--- config.mk ---
export PLATFORM = sky130hd
export DESIGN_NAME = tile_drawer_flat
export DESIGN_NICKNAME = d
export VERILOG_FILES = /design/src/rtl/tile_drawer_pkg.sv /design/src/rtl/tile_drawer_if.sv /design/src/rtl/tile_drawer_raster_counter.sv /design/src/rtl/tile_drawer.sv /design/src/flat_wrapper.sv
export SDC_FILE = /design/constraint.sdc
export NUM_CORES = 1
export LEC_CHECK = 0
export CORE_UTILIZATION = 60
export CTS_BUF_LIST = sky130_fd_sc_hd__clkbuf_4 sky130_fd_sc_hd__clkbuf_8
export CTS_CLUSTER_DIAMETER = 40
export DETAILED_ROUTE_END_ITERATION = 10
export PLACE_DENSITY = 0.82
export SLEW_MARGIN = 10
export SYNTH_ARGS = -nofsm -noshare
export SYNTH_HDL_FRONTEND = slang
export SYNTH_SLANG_ARGS = --single-unit
--- constraint.sdc ---
create_clock -name clock -period 4.31 [get_ports clock]
set_input_delay 1.0775 -clock clock [delete_from_list [all_inputs] [get_ports clock]]
set_output_delay 1.0775 -clock clock [all_outputs]
set_load 0.03 [all_outputs]
--- src/rtl/tile_drawer_pkg.sv ---
// Shared constants, types and helpers for the piano-tiles pixel-write path.
package tile_drawer_pkg;

    localparam int unsigned X_W = 10;
    localparam int unsigned Y_W = 9;
    localparam int unsigned C_W = 9;
    localparam int unsigned T_W = 2;

    localparam int unsigned SCREEN_W_DEF = 640;
    localparam int unsigned SCREEN_H_DEF = 480;
    localparam int unsigned TILE_W_DEF   = 160;
    localparam int unsigned TILE_H_DEF   = 120;
    localparam int unsigned BORDER_DEF   = 2;

    // 3:3:3 RGB palette
    localparam logic [C_W-1:0] COLOR_BLACK = 9'h000;
    localparam logic [C_W-1:0] COLOR_WHITE = 9'h1FF;
    localparam logic [C_W-1:0] COLOR_RED   = 9'h1C0;
    localparam logic [C_W-1:0] COLOR_GREEN = 9'h038;
    localparam logic [C_W-1:0] COLOR_BLUE  = 9'h007;

    typedef enum logic [1:0] {
        ST_IDLE = 2'd0,
        ST_DRAW = 2'd1,
        ST_DONE = 2'd2
    } state_t;

    // Geometry and colouring of the command being drawn
    typedef struct packed {
        logic [X_W-1:0] org_x;
        logic [Y_W-1:0] org_y;
        logic [X_W-1:0] w_max;
        logic [Y_W-1:0] h_max;
        logic [C_W-1:0] fill;
        logic           border_en;
    } draw_cfg_t;

    typedef struct packed {
        logic [X_W-1:0] x;
        logic [Y_W-1:0] y;
        logic [C_W-1:0] color;
    } pixel_t;

    // True when local (lx,ly) lies within b pixels of any edge of a (w_max+1)x(h_max+1) box
    function automatic logic in_border(
        input logic [X_W-1:0] lx,
        input logic [Y_W-1:0] ly,
        input logic [X_W-1:0] w_max,
        input logic [Y_W-1:0] h_max,
        input logic [X_W-1:0] bx,
        input logic [Y_W-1:0] by
    );
        return (lx < bx) || (lx > (w_max - bx)) || (ly < by) || (ly > (h_max - by));
    endfunction

endpackage

--- src/rtl/tile_drawer_if.sv ---
// Command and pixel-write bundle between game logic, tile_drawer and the VGA adapter.
interface tile_drawer_if;
    import tile_drawer_pkg::*;

    logic           start;
    logic           clear;
    logic [T_W-1:0] tile_x;
    logic [T_W-1:0] tile_y;
    logic [C_W-1:0] fill_color;
    logic           border_en;
    logic           busy;
    logic           done;
    logic [X_W-1:0] x;
    logic [Y_W-1:0] y;
    logic [C_W-1:0] color;
    logic           write;

    modport master (
        output start, clear, tile_x, tile_y, fill_color, border_en,
        input  busy, done, x, y, color, write
    );

    modport slave (
        input  start, clear, tile_x, tile_y, fill_color, border_en,
        output busy, done, x, y, color, write
    );

endinterface

--- src/rtl/tile_drawer_raster_counter.sv ---
// Raster-order lx/ly counter with runtime limits; exposes next values so callers can register outputs in lockstep.
module tile_drawer_raster_counter
    import tile_drawer_pkg::*;
(
    input  logic           clock,
    input  logic           resetn,
    input  logic           i_clr,
    input  logic           i_adv,
    input  logic [X_W-1:0] i_w_max,
    input  logic [Y_W-1:0] i_h_max,
    output logic [X_W-1:0] o_lx_nxt_c,
    output logic [Y_W-1:0] o_ly_nxt_c,
    output logic           o_last_c
);

    logic [X_W-1:0] r_lx;
    logic [Y_W-1:0] r_ly;
    logic [X_W-1:0] w_lx_nxt;
    logic [Y_W-1:0] w_ly_nxt;

    // Clear wins over advance; lx wraps first, ly wraps after the last row
    always_comb begin
        w_lx_nxt = r_lx;
        w_ly_nxt = r_ly;
        if (i_clr) begin
            w_lx_nxt = '0;
            w_ly_nxt = '0;
        end else if (i_adv) begin
            if (r_lx == i_w_max) begin
                w_lx_nxt = '0;
                w_ly_nxt = (r_ly == i_h_max) ? '0 : r_ly + Y_W'(1);
            end else begin
                w_lx_nxt = r_lx + X_W'(1);
            end
        end
    end

    always_ff @(posedge clock or negedge resetn) begin
        if (!resetn) begin
            r_lx <= '0;
            r_ly <= '0;
        end else begin
            r_lx <= w_lx_nxt;
            r_ly <= w_ly_nxt;
        end
    end

    assign o_lx_nxt_c = w_lx_nxt;
    assign o_ly_nxt_c = w_ly_nxt;
    assign o_last_c   = (r_lx == i_w_max) && (r_ly == i_h_max);

endmodule

--- src/rtl/tile_drawer.sv ---
// Turns one tile-fill or screen-clear command into a registered one-pixel-per-clock write stream.
module tile_drawer
    import tile_drawer_pkg::*;
#(
    parameter int unsigned    TILE_W       = TILE_W_DEF,
    parameter int unsigned    TILE_H       = TILE_H_DEF,
    parameter int unsigned    SCREEN_W     = SCREEN_W_DEF,
    parameter int unsigned    SCREEN_H     = SCREEN_H_DEF,
    parameter int unsigned    BORDER       = BORDER_DEF,
    parameter logic [C_W-1:0] BORDER_COLOR = COLOR_BLACK
) (
    input  logic         clock,
    input  logic         resetn,
    tile_drawer_if.slave bus
);

    localparam logic [X_W-1:0] TILE_W_V   = X_W'(TILE_W);
    localparam logic [Y_W-1:0] TILE_H_V   = Y_W'(TILE_H);
    localparam logic [X_W-1:0] TILE_W_MAX = X_W'(TILE_W - 1);
    localparam logic [Y_W-1:0] TILE_H_MAX = Y_W'(TILE_H - 1);
    localparam logic [X_W-1:0] SCR_W_MAX  = X_W'(SCREEN_W - 1);
    localparam logic [Y_W-1:0] SCR_H_MAX  = Y_W'(SCREEN_H - 1);
    localparam logic [X_W-1:0] BORDER_X   = X_W'(BORDER);
    localparam logic [Y_W-1:0] BORDER_Y   = Y_W'(BORDER);

    state_t    r_state;
    state_t    w_state_nxt;
    draw_cfg_t r_cfg;
    draw_cfg_t w_cfg;
    pixel_t    r_pix;
    pixel_t    w_pix;
    logic      r_busy;
    logic      r_done;
    logic      r_write;
    logic      w_busy_nxt;
    logic      w_done_nxt;
    logic      w_write_nxt;
    logic      w_cnt_clr;
    logic      w_cnt_adv;
    logic      w_last;

    logic [X_W-1:0] w_lx_nxt;
    logic [Y_W-1:0] w_ly_nxt;

    tile_drawer_raster_counter u_raster (
        .clock      (clock),
        .resetn     (resetn),
        .i_clr      (w_cnt_clr),
        .i_adv      (w_cnt_adv),
        .i_w_max    (r_cfg.w_max),
        .i_h_max    (r_cfg.h_max),
        .o_lx_nxt_c (w_lx_nxt),
        .o_ly_nxt_c (w_ly_nxt),
        .o_last_c   (w_last)
    );

    always_ff @(posedge clock or negedge resetn) begin
        if (!resetn) begin
            r_state <= ST_IDLE;
        end else begin
            r_state <= w_state_nxt;
        end
    end

    // Next state, command capture and counter control; outputs are registered from the *_nxt values
    always_comb begin
        w_state_nxt = r_state;
        w_cfg       = r_cfg;
        w_cnt_clr   = 1'b0;
        w_cnt_adv   = 1'b0;
        w_busy_nxt  = 1'b0;
        w_done_nxt  = 1'b0;
        w_write_nxt = 1'b0;
        case (r_state)
            ST_IDLE: begin
                if (bus.start) begin
                    w_cfg.fill      = bus.fill_color;
                    w_cfg.border_en = bus.border_en && !bus.clear;
                    if (bus.clear) begin
                        w_cfg.org_x = '0;
                        w_cfg.org_y = '0;
                        w_cfg.w_max = SCR_W_MAX;
                        w_cfg.h_max = SCR_H_MAX;
                    end else begin
                        w_cfg.org_x = X_W'(bus.tile_x) * TILE_W_V;
                        w_cfg.org_y = Y_W'(bus.tile_y) * TILE_H_V;
                        w_cfg.w_max = TILE_W_MAX;
                        w_cfg.h_max = TILE_H_MAX;
                    end
                    w_cnt_clr   = 1'b1;
                    w_busy_nxt  = 1'b1;
                    w_write_nxt = 1'b1;
                    w_state_nxt = ST_DRAW;
                end
            end
            ST_DRAW: begin
                if (w_last) begin
                    w_done_nxt  = 1'b1;
                    w_state_nxt = ST_DONE;
                end else begin
                    w_cnt_adv   = 1'b1;
                    w_busy_nxt  = 1'b1;
                    w_write_nxt = 1'b1;
                end
            end
            ST_DONE: begin
                w_state_nxt = ST_IDLE;
            end
            default: begin
                w_state_nxt = ST_IDLE;
            end
        endcase
    end

    // Pixel for the counter position that will be live after this edge; zero when not writing
    always_comb begin
        w_pix = '0;
        if (w_write_nxt) begin
            w_pix.x     = w_cfg.org_x + w_lx_nxt;
            w_pix.y     = w_cfg.org_y + w_ly_nxt;
            w_pix.color = (w_cfg.border_en &&
                           in_border(w_lx_nxt, w_ly_nxt, w_cfg.w_max, w_cfg.h_max, BORDER_X, BORDER_Y))
                          ? BORDER_COLOR : w_cfg.fill;
        end
    end

    always_ff @(posedge clock or negedge resetn) begin
        if (!resetn) begin
            r_cfg   <= '0;
            r_pix   <= '0;
            r_busy  <= 1'b0;
            r_done  <= 1'b0;
            r_write <= 1'b0;
        end else begin
            r_cfg   <= w_cfg;
            r_pix   <= w_pix;
            r_busy  <= w_busy_nxt;
            r_done  <= w_done_nxt;
            r_write <= w_write_nxt;
        end
    end

    assign bus.busy  = r_busy;
    assign bus.done  = r_done;
    assign bus.write = r_write;
    assign bus.x     = r_pix.x;
    assign bus.y     = r_pix.y;
    assign bus.color = r_pix.color;

endmodule

--- src/flat_wrapper.sv ---
// flat-port wrapper written by rule: the top's interface ports become plain ports
module tile_drawer_flat import tile_drawer_pkg::*;
#(
    parameter int unsigned    TILE_W       = TILE_W_DEF,
    parameter int unsigned    TILE_H       = TILE_H_DEF,
    parameter int unsigned    SCREEN_W     = SCREEN_W_DEF,
    parameter int unsigned    SCREEN_H     = SCREEN_H_DEF,
    parameter int unsigned    BORDER       = BORDER_DEF,
    parameter logic [C_W-1:0] BORDER_COLOR = COLOR_BLACK
)
  (clock, resetn, bus_start, bus_clear, bus_tile_x, bus_tile_y, bus_fill_color, bus_border_en, bus_busy, bus_done, bus_x, bus_y, bus_color, bus_write);
  tile_drawer_if bus_i ();
  input  logic clock;
  input  logic resetn;
  input wire logic [$bits(bus_i.start)-1:0] bus_start;
  input wire logic [$bits(bus_i.clear)-1:0] bus_clear;
  input wire logic [$bits(bus_i.tile_x)-1:0] bus_tile_x;
  input wire logic [$bits(bus_i.tile_y)-1:0] bus_tile_y;
  input wire logic [$bits(bus_i.fill_color)-1:0] bus_fill_color;
  input wire logic [$bits(bus_i.border_en)-1:0] bus_border_en;
  output wire logic [$bits(bus_i.busy)-1:0] bus_busy;
  output wire logic [$bits(bus_i.done)-1:0] bus_done;
  output wire logic [$bits(bus_i.x)-1:0] bus_x;
  output wire logic [$bits(bus_i.y)-1:0] bus_y;
  output wire logic [$bits(bus_i.color)-1:0] bus_color;
  output wire logic [$bits(bus_i.write)-1:0] bus_write;
  assign bus_i.start = bus_start;
  assign bus_i.clear = bus_clear;
  assign bus_i.tile_x = bus_tile_x;
  assign bus_i.tile_y = bus_tile_y;
  assign bus_i.fill_color = bus_fill_color;
  assign bus_i.border_en = bus_border_en;
  assign bus_busy = bus_i.busy;
  assign bus_done = bus_i.done;
  assign bus_x = bus_i.x;
  assign bus_y = bus_i.y;
  assign bus_color = bus_i.color;
  assign bus_write = bus_i.write;
  tile_drawer #(.TILE_W(TILE_W), .TILE_H(TILE_H), .SCREEN_W(SCREEN_W), .SCREEN_H(SCREEN_H), .BORDER(BORDER), .BORDER_COLOR(BORDER_COLOR)) u_core (.clock(clock), .resetn(resetn), .bus(bus_i));
endmodule
**Word level (Yosys, flattened, before mapping)**

Index checks and enable logic that the tools add are counted.

- Bits in registers: 99
- Output and inout port bits: 31
- Bits of input ports: 18
- Word-level logic and storage cells: 62

- Equality and inequality tests: 5
- Order comparisons: 4
- Add/subtract/negate cells: 6
- $mul: 2
- Muxes and demuxes: 22
- Reduce and logical (&&, ||, !) cells: 9

Operators with widths:

| kind | number |
|---|---|
| 2-to-1 mux 48 bit | 2 |
| 2-to-1 mux 9 bit | 5 |
| 2-to-1 mux 38 bit | 1 |
| 2-to-1 mux 10 bit | 3 |
| 2-to-1 mux 28 bit | 1 |
| adder 10 x 1 -> 10 bit, second input constant | 1 |
| adder 10 bit | 1 |
| == test 10 bit | 1 |
| > comparator 10 bit | 1 |
| < comparator 10 x 2 -> 1 bit, second input constant | 1 |
| subtractor 10 x 2 -> 10 bit, second input constant | 1 |
| adder 9 x 1 -> 9 bit, second input constant | 1 |
| adder 9 bit | 1 |
| == test 9 bit | 1 |
| > comparator 9 bit | 1 |
| < comparator 9 x 2 -> 1 bit, second input constant | 1 |
| subtractor 9 x 2 -> 9 bit, second input constant | 1 |
| multiplier 2 x 4 -> 6 bit, second input constant | 1 |
| 2-to-1 mux 1 bit | 6 |
| multiplier 2 x 3 -> 5 bit, second input constant | 1 |
| 2-to-1 mux 2 bit | 2 |
| != test 2 bit, second input constant | 2 |
| case mux 2 bit (2 select lines) | 1 |
| logical AND 1 bit | 3 |
| 6 further kinds | 8 |

**Logic depth before layout (Yosys ltp)**

Gate-level depths: netlist of run 1.

- Depth after elaboration: 13
- Gate-level depth with buffers: 20

**By module**

From an unflattened synthesis of run 1, not the netlist that was laid out.

- Cells, all modules: 543
- Area, all modules: 5544.1 um2

Modules (own cells, without submodules):

| module | cells each | area an instance (um2) | instances |
|---|---|---|---|
| tile_drawer | 412 | 4282.9 | 1 |
| tile_drawer_raster_counter | 131 | 1261.2 | 1 |

**Worst setup path before layout of run 1**

Ideal clock, no wire load.

- Kind: input to register
- Start: input bus_start
- End: register u_core.r_pix (netlist bit u_core.bus.color[0])
- Path buffers: 3
- Slack: -0.072 ns
- Library setup time: 0.077 ns
- Stages on the path: 19
- Arrival time: 4.305 ns
- Data required time: 4.233 ns
- Path through: nand2_1 clkbuf_1 buf_1 clkbuf_1 nand2b_1 inv_1 ha_1 nand2b_1 nor3_1 nand2_1 xor2_1 ha_1 a21o_1 a21oi_1 nor2b_1 a2111oi_0 o21a_1 a211oi_4 o21ai_1

RTL lines:

| item | RTL line | text |
|---|---|---|
| from (decl) | flat_wrapper.sv:15 | `input wire logic [$bits(bus_i.start)-1:0] bus_start;` |
| to (signal assigned) | tile_drawer.sv:136 | `r_pix <= w_pix;` |
| to (decl) | tile_drawer.sv:30 | `pixel_t r_pix;` |

==> metrics, run 1 <==
Worst setup EP type flop; DP Area 0.00629 mm^2; WHS 0.473 ns; combinational share of power about two fifths; Synth top area share 44.3%; vias per cell between 5 and 6; drt drc 2; CTS tree built; clk sink count 99; number of enable flip-flop cells after synthesis 0; met2 Use GR 47.0%; sequential element share of the synthesized area 44.3%; Post-Synth Simple-Gate Area 20.5%; worst clock skew about 0.0087 ns; complex-gate fraction of the synthesized area 10.4%; post_cts resized 0; cell class contributing the biggest share of worst-path delay compound AO/OA/AOI/OAI gates; critical path cell sequence xor2_1 -> nor4_2 -> and3_1 -> a21oi_1 -> nor2_1 -> o2bb2ai_1 -> ha_1 -> a21o_1 -> a21oi_1 -> o21bai_1 -> a21oi_1 -> o21bai_1 -> a21oi_1 -> o21ai_0 -> xor2_1 -> nor2_1; Critical Path Start u_core.u_raster.r_lx[5]$_DFF_PN0_; Hold Path Origin u_core.r_cfg[0]$_DFF_PN0_; Post-Synth Adder-Cell Area 10.1%; DIE WIDTH 98.5 um; Hold/Removal Path Class reg -> reg; synthesized cell area 0.00559 mm^2; clk slew on worst S/H paths ~0.09 ns; fillcell total 634; switch share 37.6%; synthesized flop and latch total approximately 100; cell accounting for the most synthesized area dfrtp_1; XOR/XNOR Fraction of Synth Area 10.2%; Crit Path Max Fanout 7; Final Max Tran Viols 0; Ys Warns 0; Sequential Power Share 41.4%; Antenna Nets Post-Route 0; root buf cell clkbuf_8; first-pass iteration count of the detailed router 10; largest net degree at the start of global routing 53; setup bufs post-CTS 0; Synth top cells by count dfrtp_1, nand2_1, nor2_1; H-Tree Depth 3; Worst VDD drop 0.316 mV; Syn Nets 632; FF/Latch Area 0.00248 mm^2; # diodes 0; CTS buffer count 9; crit start category flop; failing checks design-rule violations; Final Critical Period 4.03 ns; Levels on crit path 16; cell internal pwr around 1.8 mW; initial antenna violation count 0; final net count 696; M3 GR Usage 6.52%; first-pass GRT wire length approximately 21000 um; fin area 0.00652 mm^2; GR Util All Layers 28.1%; P_sw 1.11 mW; CP max-delay cell dfrtp_1; arrival time worst endpoint around 4.3 ns; R2R Path Start u_core.u_raster.r_lx[5]$_DFF_PN0_; share of layout cells above drive strength 1 9.86%; initial core utilization a little over three fifths; max frequency 0.248 GHz; Post-CTS Hold Fix Bufs 0; Clock Latency Late Sink 0.37 ns; outcome finished with violations; Cells after Synth 570; worst path buffer plus inverter count 0; Worst Path Required 4.56 ns; Worst path max stage delay 0.48 ns; Clock Path Buffers 2; die height 98.5 um; proportion of synthesized area in mux cells less than 1%; P&R area growth vs syn 16.5%; final WL 12700 um; most used cell, CP a21oi_1; Starting DRT DRC Count 224; Core Box Area about 0.0089 mm^2; count of cell types in the netlist 52; number of global-route vias before repair 4366; die area 0.00971 mm^2; clock power share 19.4%; WL/cell between 15 and 20 um; grt total ovfl 0; top cells by area, synth dfrtp_1, ha_1, xnor2_1, xor2_1, nand2_1; relative slew slack 49.8%; largest family of logic cells by synthesized area simple AND/OR/NAND/NOR gates; PortBufs 48; CP Class reg -> reg; most common cell in the netlist dfrtp_1; post-synthesis area per instance 9.81 um^2; max cap viols 0; hold path cells 2; pwr dens between 400 and 500 mW/mm^2; RD Place Congestion 0.941; setup_tns 0 ns; Leakage 3.12 nW; RSZ-0062 raised after global routing true; Top Usage Layer GRT met2; GR Layer Usage met1 35.6%; measured slew at the worst slew-check pin 0.748 ns; Primary FF master, synth dfrtp_1; Std-Cell Rows 34; final hold vios 0; via count approximately 4300; R2R cell count 16; Multi-input gate area 0.00295 mm^2; period utilization 93.5%; Final HPWL DP 9800 um; Top Ports 49; final setup vio count 0; Post-synth ARST share 100%
[worst reg2reg max path, cell delays in order, from the launching register on]
cell and delay, ns:
dfrtp_1 0.48, xor2_1 0.22, nor4_2 0.32, and3_1 0.37, a21oi_1 0.26, nor2_1 0.21
o2bb2ai_1 0.28, ha_1 0.32, a21o_1 0.18, a21oi_1 0.21, o21bai_1 0.09, a21oi_1 0.25
o21bai_1 0.11, a21oi_1 0.24, o21ai_0 0.16, xor2_1 0.18, nor2_1 0.06
[worst paths after layout]
kind	endpoint	slack [ns]
worst min register to register	u_core.r_cfg[0]$_DFF_PN0_	0.47
worst max register to register	u_core.bus.x[9]$_DFF_PN0_	0.28
min in group asynchronous	u_core.bus.x[2]$_DFF_PN0_	0.72
worst max-delay path	u_core.bus.x[9]$_DFF_PN0_	0.28
worst min-delay path	u_core.r_cfg[0]$_DFF_PN0_	0.47
max in group asynchronous	u_core.u_raster.r_ly[4]$_DFF_PN0_	2.79
[routing by layer]
metal,share of wire (%),vias up,routed length [um]
li1,-,2059,-
met5,0,-,0
met1,42,2079,5390
met4,2.9,0,367
met2,49,125,6270
met3,5.2,30,659
[sequential cells by signal, indices dropped and copies added (netlist names)]
register              cells
u_core.bus.busy           1
u_core.bus.color          9
u_core.bus.done           1
u_core.bus.x             10
u_core.bus.y              9
u_core.r_cfg             48
u_core.r_state            2
u_core.u_raster.r_lx     10
u_core.u_raster.r_ly      9
[cell type report]
type | instances | share of cell area, %
clock buffers | 13 | 2.55
well taps | 108 | 2.07
repair buffers | 76 | 10.6
inverters | 21 | 1.21
multi-input cells | 427 | 45.2
clock inverters | 3 | 0.346
flip-flops and latches | 99 | 38.0
[power by group through the flow]
stage	Clock [mW]	Sequential, mW	Combinational (mW)
after floorplan	0	1.37	0.606
after global placement	0	1.24	1.12
after detailed placement	0	1.24	1.15
after CTS	0.585	1.22	1.16
after global routing	0.617	1.25	1.27
final	0.574	1.22	1.16
[stage by stage]
step	instances	utilization (%)	power [mW]	worst slack (ns)
after detailed placement	731	70.8	2.39	-0.227
final	747	73.3	2.96	0.278
after floorplan	570	-	1.97	0.0156
after CTS	747	72.9	2.96	0.168
after global placement	731	70.8	2.36	-0.144
after global routing	747	73.3	3.13	-0.0683
[layout by cell type, fill, tap and decap left out, types with 5 or more instances in the layout]
cell type,count
nand2_1,70
nand3_1,11
clkdlybuf4s50_1,47
ha_1,42
a21o_1,13
clkbuf_8,11
o21bai_1,8
xnor2_1,33
buf_4,29
and2_1,17
nor3_1,11
nor2b_1,5
nand3b_1,5
xor2_1,32
inv_1,21
o21a_1,6
o21ai_1,11
nand4_1,15
a21oi_1,19
nor2_1,52
dfrtp_1,99
nand2b_1,15
mux2i_1,5
o21ai_0,5
[kinds of logic after synthesis]
group	after synthesis
mux	5
xor+xnor	65
compound gates	84
fa+ha+maj	44
flops	99
simple gates	229
buf+inv	44
Note: power is estimated with default switching activity, not from simulation.
==> run 2, diff against run 1 <==
- CORE_UTILIZATION: 60 -> 45
- CTS_BUF_LIST: sky130_fd_sc_hd__clkbuf_4 sky130_fd_sc_hd__clkbuf_8 -> sky130_fd_sc_hd__clkbuf_2
- PLACE_DENSITY: 0.82 -> unset
==> metrics, run 2 (synthesized netlist as in run 1, its figures left out) <==
WL/cell 15.8 um; PortBufs 48; vias per cell between 5 and 6; Top reg by flops u_core.r_cfg; P&R area growth vs syn 19.6%; CP max-delay cell clkdlybuf4s50_1; crit start category input pin; Leakage 3.20 nW; CTS tree built; setup_tns 0 ns; max cap viols 0; Post-CTS Hold Fix Bufs 0; via count around 4300; pwr dens between 400 and 500 mW/mm^2; clk slew on worst S/H paths 0.24 ns; final WL 13100 um; Hold Path Origin u_core.r_cfg[35]$_DFF_PN0_; final hold vios 0; relative slew slack 32.9%; RD Place Congestion 0.925; final setup vio count 0; max reg flops between 40 and 50; clk sink count 99; total power 2.87 mW; H-Tree Depth 3; outcome finished, final reports clean; cell class contributing the biggest share of worst-path delay compound AO/OA/AOI/OAI gates; first-pass iteration count of the detailed router 5; final net count 721; commonest non-fill, non-tap cell in the layout dfrtp_1; Met3 Wirelength 381 um; Clock Latency Late Sink between 0.6 and 0.7 ns; largest net degree at the start of global routing 80; GR Util All Layers 22.3%; Hold/Removal Path Class reg -> reg; Worst path max stage delay approximately 0.47 ns; Clock Path Buffers 2; setup ws final 0.371 ns; Core Box Area 0.0121 mm^2; period utilization 91.4%; leading cell types in the layout, fill and taps excluded dfrtp_1, nand2_1, buf_4; Std-Cell Rows 40; WL met2 6460 um; initial core utilization 46.4%; Worst Path Required 4.87 ns; worst clock skew 0.0295 ns; die height 113 um; RSZ-0062 raised after global routing false; Post-Place Worst Slack -0.233 ns; Critical Path Start bus_start; grt total ovfl 0; worst path buffer plus inverter count 1; Worst setup EP type flop; CP Class in -> reg; die area 0.0129 mm^2; drt drc 0; CTS buffer count 9; Top Ports 49; Final Critical Period 3.94 ns; critical path cell sequence clkdlybuf4s50_1 -> and2_1 -> nor2_1 -> ha_1 -> nand2b_1 -> nor3_1 -> nand2_1 -> xor2_1 -> ha_1 -> a21o_1 -> a21oi_1 -> nor2b_1 -> a2111oi_0 -> o21a_1 -> a211oi_4 -> o21ai_1; Starting DRT DRC Count 190; share of layout cells above drive strength 1 between 10% and 20%; arrival time worst endpoint 4.50 ns; Antenna Nets Post-Route 0; Worst VDD drop 0.198 mV; max frequency roughly 0.25 GHz; number of global-route vias before repair approximately 4300; Final Max Tran Viols 0; Final HPWL DP 10000 um; DIE WIDTH 113 um; first-pass GRT wire length 21900 um; Max Used Layer met4; R2R Path Start u_core.u_raster.r_lx[2]$_DFF_PN0_; Metal-1 WL 6060 um; Crit Path Max Fanout 9; root buf cell clkbuf_2; initial antenna violation count 0; most used cell, CP ha_1; measured slew at the worst slew-check pin 1.01 ns
## run 2: final cells by class
class,count,area (um^2)
Fill cell,1127,5380
Multi-Input combinational cell,427,2930
Sequential cell,99,2480
Timing Repair Buffer,101,876
Tap cell,168,210
Inverter,21,78.8
Clock inverter,6,63.8
Clock buffer,10,50.0
Antenna cell,1,2.50
## run 2: per-layer routing
metal  GRT usage, %  up-vias
li1               -     2114
met1           28.9     2055
met2           37.4       66
met3           4.68       18
met4           7.11        0
met5              0        -
## run 2: worst paths after layout
check / endpoint / slack, ns / cells after the start
max in group asynchronous: u_core.r_cfg[2]$_DFF_PN0_ / 2.86 / 2
setup reg to reg: u_core.bus.x[8]$_DFF_PN0_ / 0.40 / 18
setup / recovery: u_core.bus.color[7]$_DFF_PN0_ / 0.37 / 16
hold / removal: u_core.r_cfg[35]$_DFF_PN0_ / 0.51 / 1
hold reg to reg: u_core.r_cfg[35]$_DFF_PN0_ / 0.51 / 1
min in group asynchronous: u_core.bus.x[0]$_DFF_PN0_ / 0.57 / 1
## run 2: report_power, final
part	internal [mW]	switching [mW]	total, mW
Sequential	1.10	0.117	1.22
Combinational	0.519	0.671	1.19
Clock	0.138	0.321	0.458
## run 2: metrics by stage
step	util [%]	instance area, um^2	hold slack (ns)	cells
after detailed placement	54.2	6540	0.460	813
after global placement	54.2	6540	0.453	813
after global routing	55.4	6680	0.557	832
after CTS	55.1	6650	0.515	829
final	55.4	6690	0.513	833
after floorplan	-	5590	0.435	570
## run 2: what timing repair did
item | CTS | global route
gates resized for setup | 0 | 3
endpoints found under the setup margin | 0 | 11
setup buffers | 0 | 3
==> run 3, diff against run 2 <==
- GPL_ROUTABILITY_DRIVEN: unset -> 0
- GPL_TIMING_DRIVEN: unset -> 0
==> metrics, run 3 (synthesized netlist as in run 1, its figures left out) <==
met2 Use GR 35.3%; CP Class reg -> reg; Final Critical Period a little over 4 ns; Antenna Nets Post-Route 0; largest net degree at the start of global routing 51; outcome finished, final reports clean; initial antenna violation count 0; M3 GR Usage approximately 2.9%; grt total ovfl 0; Worst path max stage delay 0.53 ns; RSZ-0062 raised after global routing false; Worst Path Required about 4.8 ns; Hold/Removal Path Class in -> async; Post-CTS Hold Fix Bufs 0; Core Box Area ~0.012 mm^2; pwr dens between 400 and 500 mW/mm^2; P&R area growth vs syn 16.8%; fillcell total 1110; die height 113 um; arrival time worst endpoint 4.61 ns; final setup vio count 0; share of layout cells above drive strength 1 a little under a tenth; cell internal pwr 1.72 mW; final WL 13100 um; Sequential Power Share 42.2%; Leakage 3.09 nW; Clock Latency Late Sink 0.60 ns; H-Tree Depth 3; switch share 39.3%; Crit Path Max Fanout 9; worst clock skew 0.0293 ns; commonest non-fill, non-tap cell in the layout dfrtp_1; final net count about 700; clk slew on worst S/H paths 0.27 ns; Worst VDD drop 0.279 mV; drt drc 0; combinational share of power 41.8%; Starting DRT DRC Count 219; Top Usage Layer GRT met2; first-pass GRT wire length 21200 um; Final HPWL DP 9870 um; Std-Cell Rows 40; max frequency 0.245 GHz; leading cell types in the layout, fill and taps excluded dfrtp_1, nand2_1, nor2_1; root buf cell clkbuf_2; measured slew at the worst slew-check pin 0.725 ns; first-pass iteration count of the detailed router 4; period utilization 94.5%; Top reg by flops u_core.r_cfg; Final Max Tran Viols 0; relative slew slack 51.4%; P_sw 1.11 mW; CTS tree built; clock power share 16.1%; DIE WIDTH 113 um; max cap viols 0; WHS about 0.45 ns; cell class contributing the biggest share of worst-path delay simple AND/OR/NAND/NOR gates; placed cells 787; initial core utilization 46.4%; WL/cell between 15 and 20 um; worst path buffer plus inverter count 3; via count roughly 4200; die area 0.0129 mm^2; vias per cell around 5.2; CP max-delay cell dfrtp_1; Top Ports 49; setup_tns 0 ns; number of global-route vias before repair 4071; clk sink count 99; Finished Layout Cells slightly above 800; critical path cell sequence xor2_1 -> nor4_2 -> nand4_1 -> buf_4 -> buf_4 -> nor3b_1 -> xnor2_1 -> nor2_1 -> ha_1 -> o21a_1 -> o21a_1 -> o21a_1 -> o21ai_0 -> a211oi_1 -> nor3_2 -> buf_4 -> nand4_1 -> o21ai_1; Layout Utilization between 50% and 60%; PortBufs 48; Worst setup EP type flop; GR Layer Usage met1 29.0%; final hold vios 0; max reg flops between 40 and 50; Clock Path Buffers 2; crit start category flop; GR Util All Layers 21.6%; CTS buffer count 9
[run 3: final timing paths]
kind	start	to	slack (ns)	cells after the start
max reg2reg	u_core.u_raster.r_lx[5]$_DFF_PN0_	u_core.bus.color[3]$_DFF_PN0_	0.24	18
min in group clock	u_core.r_cfg[0]$_DFF_PN0_	u_core.r_cfg[0]$_DFF_PN0_	0.50	2
min reg2reg	u_core.r_cfg[0]$_DFF_PN0_	u_core.r_cfg[0]$_DFF_PN0_	0.50	2
min	resetn	u_core.bus.x[6]$_DFF_PN0_	0.45	1
max	u_core.u_raster.r_lx[5]$_DFF_PN0_	u_core.bus.color[3]$_DFF_PN0_	0.24	18
max in group asynchronous	resetn	u_core.r_cfg[7]$_DFF_PN0_	3.18	2
[run 3: final cells by class]
class	instances	area, um^2	share of cell area (%)
Multi-Input combinational cell	428	2980	45.7
Tap cell	168	210	3.22
Clock inverter	5	52.6	0.805
Clock buffer	11	55.1	0.843
Timing Repair Buffer	53	538	8.24
Buffer	20	134	2.05
Sequential cell	99	2480	37.9
Antenna cell	1	2.50	0.0383
Inverter	21	78.8	1.21
[run 3: power groups by stage]
stage / combinational [mW] / clock [mW] / sequential [mW]
after floorplan: 0.606 / 0 / 1.37
after global placement: 1.14 / 0 / 1.21
after detailed placement: 1.17 / 0 / 1.22
after CTS: 1.18 / 0.472 / 1.20
after global routing: 1.30 / 0.508 / 1.22
final: 1.18 / 0.456 / 1.20
[run 3: per-layer routing]
metal,up-vias,routed length (um)
met2,82,6400
met4,0,283
met3,18,446
met5,-,0
li1,2065,-
met1,2050,5930
[run 3: worst reg2reg max path, stage by stage, from the launching register on]
cell and delay, ns:
dfrtp_1 0.53, xor2_1 0.20, nor4_2 0.37, nand4_1 0.13
buf_4 0.18, buf_4 0.13, nor3b_1 0.40, xnor2_1 0.11
nor2_1 0.24, ha_1 0.32, o21a_1 0.12, o21a_1 0.16
o21a_1 0.17, o21ai_0 0.18, a211oi_1 0.12, nor3_2 0.18
buf_4 0.19, nand4_1 0.08, o21ai_1 0.20
[run 3: metrics by stage]
step | setup slack [ns] | total power, mW | instance area, um^2
after detailed placement | -1.58 | 2.38 | 6310
after CTS | 0.0459 | 2.85 | 6470
after global placement | -1.60 | 2.36 | 6280
after floorplan | 0.0156 | 1.97 | 5590
after global routing | 0.0177 | 3.02 | 6530
final | 0.235 | 2.83 | 6530
[run 3: what timing repair did]
| action | CTS | global route |
|---|---|---|
| endpoints found under the setup margin | 16 | 13 |
| buffers inserted | 4 | 0 |
| gates cloned | 0 | 1 |
| resized for setup | 12 | 19 |
| pin swaps | 2 | 1 |
